[config.mk]
export PLATFORM = sky130hd
export DESIGN_NAME = bus_dest_bank
export DESIGN_NICKNAME = d
export VERILOG_FILES = /design/src/rtl/bus_dest_bank.sv
export SDC_FILE = /design/constraint.sdc
export NUM_CORES = 2
export LEC_CHECK = 0
export CORE_AREA = 3 3 375 377
export CTS_CLUSTER_DIAMETER = 30
export CTS_CLUSTER_SIZE = 25
export DETAILED_ROUTE_END_ITERATION = 10
export DIE_AREA = 0 0 378 380
export PLACE_DENSITY_LB_ADDON = 0.1
export SLEW_MARGIN = 20
export SYNTH_ARGS = -nofsm -noshare
export SYNTH_HDL_FRONTEND = slang
export SYNTH_SLANG_ARGS = --single-unit
export TNS_END_PERCENT = 100
[constraint.sdc]
create_clock -name clock -period 2.9 [get_ports clock]
set_clock_uncertainty 0.1 [all_clocks]
set_input_delay 0.58 -clock clock [delete_from_list [all_inputs] [get_ports clock]]
set_output_delay 0.58 -clock clock [all_outputs]
set_load 0.02 [all_outputs]
[src/rtl/bus_dest_bank.sv]
// Destination side of the datapath bus: every bus-loadable register plus Z, PC and InPort.
// Loads take effect one edge after their enable; no handshake, enables are always accepted.
module bus_dest_bank #(
    parameter int                 DATA_W   = 32,
    parameter int                 ADDR_W   = 9,
    parameter logic [DATA_W-1:0]  PC_RESET = '0
) (
    input  logic                   clock,
    input  logic                   clear,
    input  logic [DATA_W-1:0]      BusMuxOut,
    input  logic [15:0]            Rin,
    input  logic                   HIin,
    input  logic                   LOin,
    input  logic                   Yin,
    input  logic                   MARin,
    input  logic                   MDRin,
    input  logic                   PCin,
    input  logic                   IncPC,
    input  logic                   Read,
    input  logic [DATA_W-1:0]      Mdatain,
    input  logic                   Zin,
    input  logic [2*DATA_W-1:0]    ALUresult,
    input  logic                   InStrobe,
    input  logic [DATA_W-1:0]      InData,
    input  logic                   BAout,
    output logic [16*DATA_W-1:0]   BusMuxInR,
    output logic [DATA_W-1:0]      BusMuxInHI,
    output logic [DATA_W-1:0]      BusMuxInLO,
    output logic [DATA_W-1:0]      BusMuxInY,
    output logic [DATA_W-1:0]      BusMuxInPC,
    output logic [DATA_W-1:0]      BusMuxInMDR,
    output logic [DATA_W-1:0]      BusMuxInInPort,
    output logic [DATA_W-1:0]      BusMuxInZhigh,
    output logic [DATA_W-1:0]      BusMuxInZlow,
    output logic [ADDR_W-1:0]      MARaddr,
    output logic                   ctl_err
);

    logic [15:0][DATA_W-1:0] r_r;
    logic [DATA_W-1:0]       r_hi, r_lo, r_y, r_pc, r_mar, r_mdr, r_inport;
    logic [DATA_W-1:0]       r_zhigh, r_zlow;
    logic                    r_ctl_err;
    logic [DATA_W-1:0]       w_r0_src;

    always_ff @(posedge clock) begin
        if (!clear) begin
            r_r       <= '0;
            r_hi      <= '0;
            r_lo      <= '0;
            r_y       <= '0;
            r_pc      <= PC_RESET;
            r_mar     <= '0;
            r_mdr     <= '0;
            r_inport  <= '0;
            r_zhigh   <= '0;
            r_zlow    <= '0;
            r_ctl_err <= 1'b0;
        end else begin
            for (int i = 0; i < 16; i++) begin
                if (Rin[i]) r_r[i] <= BusMuxOut;
            end
            if (HIin)  r_hi  <= BusMuxOut;
            if (LOin)  r_lo  <= BusMuxOut;
            if (Yin)   r_y   <= BusMuxOut;
            if (MARin) r_mar <= BusMuxOut;
            if (MDRin) r_mdr <= Read ? Mdatain : BusMuxOut;
            // PCin has priority; a simultaneous IncPC is a control fault flagged below
            if (PCin)       r_pc <= BusMuxOut;
            else if (IncPC) r_pc <= r_pc + DATA_W'(1);
            if (Zin) begin
                r_zhigh <= ALUresult[2*DATA_W-1:DATA_W];
                r_zlow  <= ALUresult[DATA_W-1:0];
            end
            if (InStrobe) r_inport <= InData;
            r_ctl_err <= r_ctl_err | (PCin & IncPC) | (MDRin & Read & Zin);
        end
    end

    // Base-address mode reads R0 as zero without disturbing its contents
    assign w_r0_src = BAout ? '0 : r_r[0];

    assign BusMuxInR      = {r_r[15:1], w_r0_src};
    assign BusMuxInHI     = r_hi;
    assign BusMuxInLO     = r_lo;
    assign BusMuxInY      = r_y;
    assign BusMuxInPC     = r_pc;
    assign BusMuxInMDR    = r_mdr;
    assign BusMuxInInPort = r_inport;
    assign BusMuxInZhigh  = r_zhigh;
    assign BusMuxInZlow   = r_zlow;
    assign MARaddr        = r_mar[ADDR_W-1:0];
    assign ctl_err        = r_ctl_err;

endmodule

==> flow_summary.ini <==
[status]
status = finished clean

[power_and_ir_drop]
power.total_mw = 43.7
p_per_area_nw_per_um2 = 891
switching_power_mw = 10.8
pwr-share-clk_pct = 62.1
intPower_mw = 32.9
pwr-share-seq_pct = 27.0
peakVddDrop_mv = 0.556
switching_share_pct = 24.7
power.leakage_nw = 21.0
power_frac_comb_pct = 10.9

[floorplan]
die-area_sq_um = 144000
initial_utilization_pct = 23.4
num_io_pins = 967
core_area_sq_um = 137000
die_h_um = 380
die_w_um = 378
core.rowCount = 136

[yosys]
ys_seq_elements = 778
syn_nets = 3466
syn_inst = 3276
synthTopCellsByArea = dfxtp_1 48%, mux2i_1 23%, buf_4 11%, nor2_1 8.8%, clkbuf_1 2.4%
yosys.area.top_type = dfxtp_1
synth_top_area_share_pct = 48.4
synth_edf_count = 0
async_flop_share_pct = 0
ys.flop_type = dfxtp_1
syn_area_sq_um = 32200
yosys_warnings = 0
seq_area_frac_synth_pct = 48.4
syn_avg_cell_area_sq_um = 9.82
yosysUniqueCellTypes = 50

[global_route]
overflow = 0
grt_max_degree = 102
antenna_found_initial = 18
grt_pass1_vias = 24322
grtUsageTotal_pct = 20.2
grt_pass1_wl_um = 204000

[finish]
final_nets = 4035
drive_gt1_share_pct = 13.9
seq_area_sq_um = 15600
syn2layout_area_growth_pct = 52.5
layout_common_cells = 908 x clkdlybuf4s50_1, 777 x dfxtp_1, 755 x nor2_1, 748 x mux2i_1, 240 x clkbuf_16
n_fill_cell = 13873
layout_commonest_cell = clkdlybuf4s50_1
multi_input_area_sq_um = 11900

[worst_setup_path]
reg2reg_slack_ps = 690
worstPathCellList = clkdlybuf4s50_1
arrival_ps = 2130
endpoint = BusMuxInPC[14]
rr_endpoint = BusMuxInPC[22]
path_depth = 1
critical_path_class = reg -> out
required_ps = 2220
crit_path_max_fanout = 9
rr_worst_depth = 5
r2r_start = BusMuxInPC[5]
startpoint = BusMuxInPC[14]
cp_top_family = buffers and inverters
path_buf_inv = 1
end_kind = primary output
slowest_delay_ps = 770
crit_slowest_cell = clkdlybuf4s50_1
crit_path_start_kind = flip-flop

[timing]
setup_slack_ps = 91.9
setup-violations-final = 0
slew_viol_final = 0
clock.fmax_mhz = 356
tightest_slew_ps = 936
fin_crit_ps = 2810
fin_crit_sh_pct = 96.8
rsz0062_at_grt = no
fin_tns_setup_ps = 0
relSlewSlack_pct = 37.6
hold_violations = 0

[placement]
io_buffers = 966
dp_slack_ps = 207
dp.final_hpwl_um = 106000
place_congestion = 0.798

[route]
wl_per_cell_um = 25.6
via_per_inst = 4.16
routed_wl_um = 150000
route.detailed.drc = 0
ant_nets = 0
vias = 24336
drt-initial-drc-count = 1222
dr.pass1.iters = 5

[cts]
cts.sinks = 778
cts-htree-levels = 4
ctsRootBufferMaster = clkbuf_16
cts_tree = built
postCtsSetupBuffers = 0
clk_latency_ps = 800
path_clk_slew_ps = 40
clockBufferDepth = 3
cts-buffers-inserted = 239

[flow_run]
maxCapViolCount = 0

[worst_hold_path]
hp-class = in -> reg
==> logic make-up (layout without fill, tap and decap cells) <==
group	after synthesis	in the layout	synth area share (%)
flip-flops	778	778	48.4
buffers and inverters	748	1522	14.4
multiplexers	748	748	23.3
adder cells (fa/ha/maj)	1	1	0.0389
AND/OR/NAND/NOR	889	889	11.4
XOR/XNOR	11	11	0.300
AO/OA/AOI/OAI	101	101	2.12
other	0	7	0
==> worst reg2reg max path, stage by stage, from the launching register on <==
cell     delay (ps)
dfxtp_1         540
nand4_1         130
buf_4           210
or4_4           560
or4_1           470
a31oi_1         160
==> cell usage after synthesis (6+ instances only) <==
| library cell | count |
|---|---|
| dfxtp_1 | 778 |
| nor2_1 | 755 |
| mux2i_1 | 748 |
| buf_4 | 480 |
| clkbuf_1 | 202 |
| buf_1 | 55 |
| a211oi_1 | 37 |
| nor2b_1 | 33 |
| o21ai_0 | 22 |
| nand3_1 | 17 |
| nand2_1 | 14 |
| nand4_1 | 14 |
| nor4_1 | 14 |
| a21oi_1 | 13 |
| a31oi_1 | 10 |
| nor3_1 | 10 |
| xnor2_1 | 8 |
| o31ai_1 | 6 |
| or4_1 | 6 |
==> worst min path at each step <==
stage,cells after the start,startpoint,endpoint
after CTS,3,BusMuxOut[3],r_r[3]
final,2,MDRin,BusMuxInMDR[19]
after floorplan,2,r_r[0],r_r[0]
after global routing,3,BusMuxOut[3],r_r[3]
after global placement,2,BusMuxInR[289],BusMuxInR[289]
after detailed placement,2,BusMuxInR[408],BusMuxInR[408]
==> stage by stage <==
| stage | instance area [sq um] | util [%] | hold slack, ps | instances |
|---|---|---|---|---|
| final | 49000 | 35.7 | 127 | 5851 |
| after global routing | 49000 | 35.7 | 78.4 | 5847 |
| after CTS | 49000 | 35.7 | 56.8 | 5844 |
| after detailed placement | 40400 | 29.4 | 379 | 5396 |
| after global placement | 40400 | 29.4 | 371 | 5396 |
| after floorplan | 32200 | - | 352 | 3276 |
==> registers in the layout, summed over array words and instances, names as in the netlist <==
register / flops
BusMuxInR: 480
BusMuxInHI: 32
BusMuxInInPort: 32
BusMuxInLO: 32
BusMuxInMDR: 32
BusMuxInPC: 32
BusMuxInY: 32
BusMuxInZhigh: 32
BusMuxInZlow: 32
r_r: 32
r_mar: 9
ctl_err: 1
==> layer usage <==
metal	global-route usage (%)	wire (um)	up-vias
li1	-	-	11606
met1	24.1	62700	11649
met2	32.5	69300	900
met3	8.75	14300	181
met4	6.24	3620	0
met5	0	0	-
==> area by class of cell <==
| type | count | area share (%) |
|---|---|---|
| inverters | 5 | 0.0536 |
| clock inverters | 90 | 3.08 |
| clock buffers | 356 | 14.4 |
| repair buffers | 1071 | 21.7 |
| flip-flops and latches | 778 | 31.8 |
| diodes | 7 | 0.0357 |
| well taps | 1794 | 4.58 |
| multi-input cells | 1750 | 24.4 |
==> power by group through the flow <==
stage / sequential, mW / clock (mW) / combinational (mW)
finish: 11.8 / 27.1 / 4.76
global route: 11.9 / 28.3 / 5.07
CTS: 11.8 / 27.6 / 4.87
detailed placement: 12.0 / 0 / 4.85
global placement: 12.0 / 0 / 4.86
floorplan: 12.1 / 0 / 2.53
==> what timing repair did <==
| item | in CTS | in global routing |
|---|---|---|
| pin swaps | 0 | 0 |
| hold endpoints to repair | 6 | 0 |
| setup endpoints to repair | 1 | 2 |
| hold buffers | 2 | 0 |
| resized for setup | 1 | 2 |
No activity file was read; power rests on OpenSTA's default activity.
